<file path="src/rtl/tile_scheduler.sv">
// Top-level sequencer for the systolic array.
// Walks (filter tile, pixel tile) pairs with the pixel tile as the inner loop.
// For each tile it fires load pulses, waits for both address controllers,
// runs the skewed compute window, then drains rows to the output buffer.
// Note: rst_n is a synchronous, active-HIGH reset despite its name
// (the port name is fixed by the surrounding integration).
module tile_scheduler #(
  parameter int unsigned SYSTOLIC_SIZE = 16,
  parameter int unsigned KERNEL_SIZE   = 1,
  parameter int unsigned NO_CHANNEL    = 3,
  parameter int unsigned NO_FILTER     = 19,
  parameter int unsigned NO_PIXEL      = 20
) (
  input  logic       clk,
  input  logic       rst_n,
  input  logic       start,
  input  logic       wgt_ready,
  input  logic       ifm_ready,
  input  logic       out_ready,
  output logic       busy,
  output logic       done,
  output logic       wgt_load,
  output logic       ifm_load,
  output logic [4:0] wgt_size,
  output logic [4:0] ifm_size,
  output logic       acc_clr,
  output logic       compute_en,
  output logic       drain_en,
  output logic [3:0] f_tile,
  output logic [3:0] p_tile
);

  localparam int unsigned K        = KERNEL_SIZE * KERNEL_SIZE * NO_CHANNEL;
  localparam int unsigned NF       = (NO_FILTER + SYSTOLIC_SIZE - 1) / SYSTOLIC_SIZE;
  localparam int unsigned NP       = (NO_PIXEL + SYSTOLIC_SIZE - 1) / SYSTOLIC_SIZE;
  localparam int unsigned COMP     = K + 2 * SYSTOLIC_SIZE - 2;
  localparam int unsigned CW       = $clog2(COMP + 1);
  localparam int unsigned LAST_WGT = NO_FILTER - (NF - 1) * SYSTOLIC_SIZE;
  localparam int unsigned LAST_IFM = NO_PIXEL - (NP - 1) * SYSTOLIC_SIZE;

  typedef enum logic [2:0] {
    S_IDLE    = 3'd0,
    S_LOAD    = 3'd1,
    S_WAIT_LD = 3'd2,
    S_COMPUTE = 3'd3,
    S_DRAIN   = 3'd4,
    S_NEXT    = 3'd5,
    S_DONE    = 3'd6
  } state_t;

  state_t        state;
  state_t        state_d;
  logic [3:0]    f_tile_d;
  logic [3:0]    p_tile_d;
  logic [4:0]    wgt_size_d;
  logic [4:0]    ifm_size_d;
  logic          wgt_flag;
  logic          wgt_flag_d;
  logic          ifm_flag;
  logic          ifm_flag_d;
  logic [CW-1:0] comp_cnt;
  logic [CW-1:0] comp_cnt_d;
  logic [4:0]    row_cnt;
  logic [4:0]    row_cnt_d;
  logic          busy_d;
  logic          done_d;
  logic          load_d;
  logic          compute_en_d;

  // Next-state, counter, index and Moore output decode
  always_comb begin
    state_d    = state;
    f_tile_d   = f_tile;
    p_tile_d   = p_tile;
    wgt_size_d = wgt_size;
    ifm_size_d = ifm_size;
    wgt_flag_d = wgt_flag;
    ifm_flag_d = ifm_flag;
    comp_cnt_d = comp_cnt;
    row_cnt_d  = row_cnt;

    unique case (state)
      S_IDLE: begin
        if (start) begin
          state_d  = S_LOAD;
          f_tile_d = 4'd0;
          p_tile_d = 4'd0;
        end
      end
      S_LOAD: begin
        // Readies seen during the load cycle belong to the previous tile
        wgt_flag_d = 1'b0;
        ifm_flag_d = 1'b0;
        comp_cnt_d = '0;
        row_cnt_d  = 5'd0;
        state_d    = S_WAIT_LD;
      end
      S_WAIT_LD: begin
        wgt_flag_d = wgt_flag | wgt_ready;
        ifm_flag_d = ifm_flag | ifm_ready;
        if (wgt_flag_d && ifm_flag_d) begin
          state_d    = S_COMPUTE;
          comp_cnt_d = '0;
        end
      end
      S_COMPUTE: begin
        if (comp_cnt == CW'(COMP - 1)) begin
          state_d   = S_DRAIN;
          row_cnt_d = 5'd0;
        end else begin
          comp_cnt_d = comp_cnt + CW'(1);
        end
      end
      S_DRAIN: begin
        if (out_ready) begin
          if (row_cnt == wgt_size - 5'd1) begin
            state_d = S_NEXT;
          end else begin
            row_cnt_d = row_cnt + 5'd1;
          end
        end
      end
      S_NEXT: begin
        if (p_tile == 4'(NP - 1)) begin
          p_tile_d = 4'd0;
          if (f_tile == 4'(NF - 1)) begin
            f_tile_d = 4'd0;
            state_d  = S_DONE;
          end else begin
            f_tile_d = f_tile + 4'd1;
            state_d  = S_LOAD;
          end
        end else begin
          p_tile_d = p_tile + 4'd1;
          state_d  = S_LOAD;
        end
      end
      S_DONE: begin
        f_tile_d = 4'd0;
        p_tile_d = 4'd0;
        state_d  = S_IDLE;
      end
      default: begin
        state_d = S_IDLE;
      end
    endcase

    // Tile sizes latch on entry to LOAD from the indices of the tile being loaded
    if (state_d == S_LOAD) begin
      wgt_size_d = (f_tile_d == 4'(NF - 1)) ? 5'(LAST_WGT) : 5'(SYSTOLIC_SIZE);
      ifm_size_d = (p_tile_d == 4'(NP - 1)) ? 5'(LAST_IFM) : 5'(SYSTOLIC_SIZE);
    end

    busy_d       = (state_d != S_IDLE) && (state_d != S_DONE);
    done_d       = (state_d == S_DONE);
    load_d       = (state_d == S_LOAD);
    compute_en_d = (state_d == S_COMPUTE);
  end

  // State, counters, flags and tile bookkeeping
  always_ff @(posedge clk) begin
    if (rst_n) begin
      state    <= S_IDLE;
      f_tile   <= 4'd0;
      p_tile   <= 4'd0;
      wgt_size <= 5'd0;
      ifm_size <= 5'd0;
      wgt_flag <= 1'b0;
      ifm_flag <= 1'b0;
      comp_cnt <= '0;
      row_cnt  <= 5'd0;
    end else begin
      state    <= state_d;
      f_tile   <= f_tile_d;
      p_tile   <= p_tile_d;
      wgt_size <= wgt_size_d;
      ifm_size <= ifm_size_d;
      wgt_flag <= wgt_flag_d;
      ifm_flag <= ifm_flag_d;
      comp_cnt <= comp_cnt_d;
      row_cnt  <= row_cnt_d;
    end
  end

  // Registered control outputs, aligned with the state they describe
  always_ff @(posedge clk) begin
    if (rst_n) begin
      busy       <= 1'b0;
      done       <= 1'b0;
      wgt_load   <= 1'b0;
      ifm_load   <= 1'b0;
      acc_clr    <= 1'b0;
      compute_en <= 1'b0;
    end else begin
      busy       <= busy_d;
      done       <= done_d;
      wgt_load   <= load_d;
      ifm_load   <= load_d;
      acc_clr    <= load_d;
      compute_en <= compute_en_d;
    end
  end

  // Row shift-out is a same-cycle handshake with the output buffer
  assign drain_en = (state == S_DRAIN) && out_ready;

endmodule

</file>
<file path="config.mk">
export PLATFORM = sky130hd
export DESIGN_NAME = tile_scheduler
export DESIGN_NICKNAME = d
export VERILOG_FILES = /design/src/rtl/tile_scheduler.sv
export SDC_FILE = /design/constraint.sdc
export NUM_CORES = 1
export LEC_CHECK = 0
export CAP_MARGIN = 20
export CORE_ASPECT_RATIO = 0.5
export CORE_MARGIN = 2
export CORE_UTILIZATION = 39
export DETAILED_ROUTE_END_ITERATION = 16
export GPL_TIMING_DRIVEN = 1
export PLACE_DENSITY = 0.61
export SETUP_SLACK_MARGIN = 0.2
export SYNTH_ARGS = -nofsm -noshare
export SYNTH_HDL_FRONTEND = slang
export SYNTH_SLANG_ARGS = --single-unit
</file>
<file path="constraint.sdc">
create_clock -name clk -period 2.7 [get_ports clk]
set_input_delay 0.54 -clock clk [delete_from_list [all_inputs] [get_ports clk]]
set_output_delay 0.54 -clock clk [all_outputs]
set_load 0.05 [all_outputs]
</file>
# Word-level counts from Yosys, hierarchy flattened
# Index checks and enable logic that the tools add are counted.
# totals
latchBits,0
mem_bits_rw,0
reg_bits,38
input_bits,6
rom_bits,0
elab_cells,77
memories,0
# op_classes
n_addsub,5
n_reduce_logical,10
shift,0
magnitude_cmp,0
mux,26
bitwise,2
mul,0
eq_ne,21
div,0
# op_table
op,count
$mux W5,5
$pmux W4 S3,2
$mux W3,7
$mux W4,5
$pmux W3 S6,1
$pmux W6 S3,1
$eq A4 B1 Y1 const B,4
$pmux W5 S3,1
$eq A3 B3 Y1 const B,4
$mux W6,2
$ne A2 B2 Y1 const B,5
$eq A3 B2 Y1 const B,3
$reduce_bool A3 Y1,3
$add A4 B1 Y4 const B,2
$add A6 B1 Y6 const B,1
$eq A3 B1 Y1 const B,2
$eq A6 B6 Y1 const B,1
$add A5 B1 Y5 const B,1
$eq A5 B5 Y1,1
$sub A5 B1 Y5 const B,1
$pmux W1 S2,2
$reduce_and A4 Y1,1
$logic_and A1 B1 Y1,3
$logic_not A3 Y1,1
4 further kinds,5

# Depth between registers and ports, before layout
# depth
depth_word,7
mapped_depth,9
ltp_nobuf,7

# Worst setup path before layout
# Ideal clock, no wire load.
# synth_path
path_type,reg2reg
start,register p_tile[1]
end,register ifm_size[4]
path_stages_with_launch,8
t_arrival_ps,2184
path_buffers,0
setup_slack_ps,401
path_cell_list,dfxtp_1 > inv_1 > ha_1 > and4bb_4 > a211oi_2 > o21bai_2 > or4_1 > and2_1
# synth_between
elab_chain_cells,5
word_cells_on_any_way,10
cone_classes,1 x add/sub; 3 x eq/ne; 6 x mux
# synth_lines
element,line,text
start: declaration,30,output logic [3:0] p_tile
start signal: assignment,175,p_tile <= p_tile_d;
$add A4 B1 Y4 / $eq A4 B1 Y1 (equally long branches),"134, 124",
$mux W4,124,if (p_tile == 4'(NP - 1)) begin
$pmux W4 S3,82,unique case (state)
$eq A4 B1 Y1,151,ifm_size_d = (p_tile_d == 4'(NP - 1)) ? 5'(LAST_IFM) : 5'(SYSTOLIC_SIZE);
$mux W5,151,
end signal: assignment,177,ifm_size <= ifm_size_d;
end: declaration,25,"output logic [4:0] ifm_size,"
# Several ways; a longest one is shown, not always the timed one.
# A chain may end at the register's enable or synchronous reset.

# Worst setup path in the final report
# layout_path
start,register state[2]
end,output drain_en
# layout_between
elab_chain_cells,2
# layout_lines
element,line,text
start: declaration,51,state_t state;
start signal: assignment,173,state <= state_d;
$eq A3 B3 Y1,205,assign drain_en = (state == S_DRAIN) && out_ready;
$logic_and A1 B1 Y1,205,
end: declaration,28,"output logic drain_en,"
# Every way passes these cells.

==> results.py <==
metrics = {
    "finish": {
        "area_growth_pct": 19.08,
        "n_antenna_cell": 0,
        "nNetsFinal": 254,
        "final_util": 0.4923,
        "drive_gt1_frac": 0.1029,
        "design_area_sq_um": 2210,
    },
    "yosys": {
        "synth_cells": 222,
        "yosys_warnings": 0,
        "postSynthAreaPerCell_sq_um": 8.358,
        "synth.distinct_cells": 57,
        "synth_area_leaders": "dfxtp_1 35%, nor2_1 6.3%, a21oi_1 4.9%",
        "yosysSeqAreaShare": 0.3452,
        "synth-edff-count": 0,
        "netlist.area_leader.share": 0.3452,
        "yosys.area.top_type": "dfxtp_1",
        "syn_area_sq_um": 1856,
        "synth-seq-cells": 32,
        "synth_async_sr_flop_share": 0,
        "ys.flop_type": "dfxtp_1",
    },
    "global_route": {
        "grt_overflow": 0,
        "grt_pass1_wl_microns": 6665,
        "grt_max_degree": 18,
        "use_met3": 0.05200,
        "track_usage": 0.1630,
        "grt_pass1_vias": 1432,
        "grt_use_met1": 0.2224,
        "antenna_found_initial": 0,
        "grtUsageMet2": 0.2478,
        "top_usage_layer": "met2",
    },
    "die": {
        "die_h_microns": 52.78,
        "num_io_pins": 31,
        "die_x_microns": 101.5,
        "die_area_sq_um": 5359,
        "core_sq_um": 4488,
        "start_util": 0.4134,
        "rows": 17,
    },
    "placed_design": {
        "place_congestion": 0.7916,
        "port_buffers": 25,
        "place_area_sq_um": 2113,
        "place_ws_ns": 0.2833,
        "dp_hpwl_microns": 2877,
    },
    "timing": {
        "slew_headroom": 0.5514,
        "min_period_ns": 2.296,
        "fmax_ghz": 0.4356,
        "period_share": 0.8503,
        "rsz0062_at_grt": "no",
        "setup_ws_ns": 0.4043,
        "finClkSkew_ns": 0.005235,
        "setup_violations": 0,
        "finalMaxSlewViolations": 0,
        "fin_setup_tns_ns": 0,
        "hold_viol": 0,
        "tightest_slew_ns": 0.6708,
    },
    "detailed_routing": {
        "wirelength_microns": 3947,
        "dr.first_iter.drc_count": 73,
        "dr.pass1.iters": 4,
        "wl_per_cell_microns": 12.77,
        "antenna_left": 0,
        "remaining_drc_errors": 0,
        "via_per_inst": 5.104,
        "vias": 1577,
    },
    "setup_path": {
        "worst-path-max-fanout": 10,
        "arrival_ns": 1.76,
        "startpoint_type": "flop",
        "slowest_delay_ns": 0.51,
        "worstSetupPathType": "reg -> out",
        "crit_required_ns": 2.16,
        "crit_chain": "buf_4 > nor3b_1 > nand2_1 > inv_2 > buf_12",
        "worstSetupEndpointType": "primary output",
        "worst_path_max_delay_cell": "dfxtp_1",
    },
    "clock_network": {
        "cts_buffers": 5,
        "ctsRootBufferMaster": "clkbuf_8",
        "ctsHoldBuffers": 0,
        "cts.repair.resized": 0,
        "h-tree-depth": 2,
        "clock_latency_ns": 0.28,
        "clock_sinks": 32,
        "cts_setup_buffers": 0,
        "clockBufferDepth": 2,
        "cts_tree": "built",
        "clk_pin_slew_ns": 0.06,
    },
    "power_and_ir_drop": {
        "worst_ir_drop_vdd_mv": 0.2416,
        "p_total_mw": 1.058,
        "p_leak_nw": 0.7736,
        "power_density_nw_per_um2": 479.0,
    },
    "outcome": {
        "outcome": "finished clean",
    },
    "flow_run": {
        "maxCapViolCount": 0,
    },
    "hold_path": {
        "hold_path_class": "reg -> reg",
    },
}
==> per-layer routing <==
layer / part of all wire / vias up
li1: - / 801
met1: 0.53 / 746
met2: 0.42 / 25
met3: 0.037 / 5
met4: 0.011 / 0
met5: 0 / -
==> critical path, delay by kind of cell, from the launching register on <==
family	cells	cell delay (ns)
DFF	1	0.51
buffers and inverters	3	0.50
and+or+nand+nor	2	0.46
==> flip-flops by register name, summed over array words and instances (netlist names) <==
register	flops
compute_en	1
state	3
ifm_size	2
wgt_size	2
p_tile	4
comp_cnt	6
ifm_flag	1
wgt_flag	1
busy	1
f_tile	4
row_cnt	5
acc_clr	1
done	1
==> power breakdown <==
group / total [mW] / internal [mW] / leakage [nW] / switching [mW]
Combinational: 0.161 / 0.0588 / 0.464 / 0.102
Clock: 0.394 / 0.227 / 0.0503 / 0.167
Sequential: 0.504 / 0.484 / 0.259 / 0.0195
Total: 1.06 / 0.770 / 0.774 / 0.288
==> cells by family (layout without fill, tap and decap cells) <==
logic type | count (synthesis) | in the layout | synth area share
AO/OA/AOI/OAI | 48 | 48 | 0.1821
other | 1 | 5 | 0.002021
buffers and inverters | 29 | 46 | 0.09035
multiplexers | 1 | 1 | 0.006068
AND/OR/NAND/NOR | 96 | 96 | 0.2819
flip-flops | 32 | 32 | 0.3452
XOR/XNOR | 10 | 10 | 0.05867
adder cells (fa/ha/maj) | 5 | 5 | 0.03372
==> synthesized netlist by cell type, types with 4 or more instances <==
master	instances
dfxtp_1	32
nor2_1	31
a21oi_1	18
nand2_1	17
buf_4	9
inv_1	8
nand3_1	6
nor3_1	6
o21ai_0	6
a211oi_1	5
clkbuf_1	5
ha_1	5
nand2b_1	5
xnor2_1	5
and3_1	4
==> layout by cell type, fill, tap and decap left out, drive strengths merged, types with 2 or more instances in the layout <==
cell	netlist	layout
a211oi	7	7
a21oi	18	18
a311oi	2	2
a31oi	2	2
and2	3	3
and3	4	4
buf	13	5
clkbuf	6	7
clkdlybuf4s50	0	24
conb	1	5
dfxtp	32	32
ha	5	5
inv	10	10
nand2	17	17
nand2b	5	5
nand3	6	6
nand3b	3	3
nor2	31	31
nor2b	3	3
nor3	6	6
nor3b	3	3
nor4b	2	2
o21ai	7	7
or2	2	2
or3	3	3
xnor2	5	5
xor2	4	4
==> through the flow <==
| step | instances | hold slack, ns |
|---|---|---|
| floorplan | 226 | 0.4466 |
| global placement | 302 | 0.4549 |
| detailed placement | 302 | 0.4610 |
| CTS | 309 | 0.4699 |
| global route | 309 | 0.4905 |
| finish | 309 | 0.4630 |
==> layout make-up <==
cell class | instances | area, sq um
multi-input combinational | 165 | 1062
tap | 66 | 82.58
inverter | 10 | 37.54
fill | 441 | 2278
clock buffer | 7 | 96.34
sequential | 32 | 640.6
timing repair buffer | 29 | 290.3
==> final timing paths <==
| check | end | slack, ns | from | cells past startpoint |
|---|---|---|---|---|
| max reg2reg | ifm_size[4] | 0.55 | state[1] | 5 |
| min reg2reg | ifm_size[2] | 0.46 | ifm_size[2] | 2 |
| max | drain_en | 0.40 | state[2] | 5 |
| min | ifm_size[2] | 0.46 | ifm_size[2] | 2 |
No activity file was read; power rests on OpenSTA's default activity.
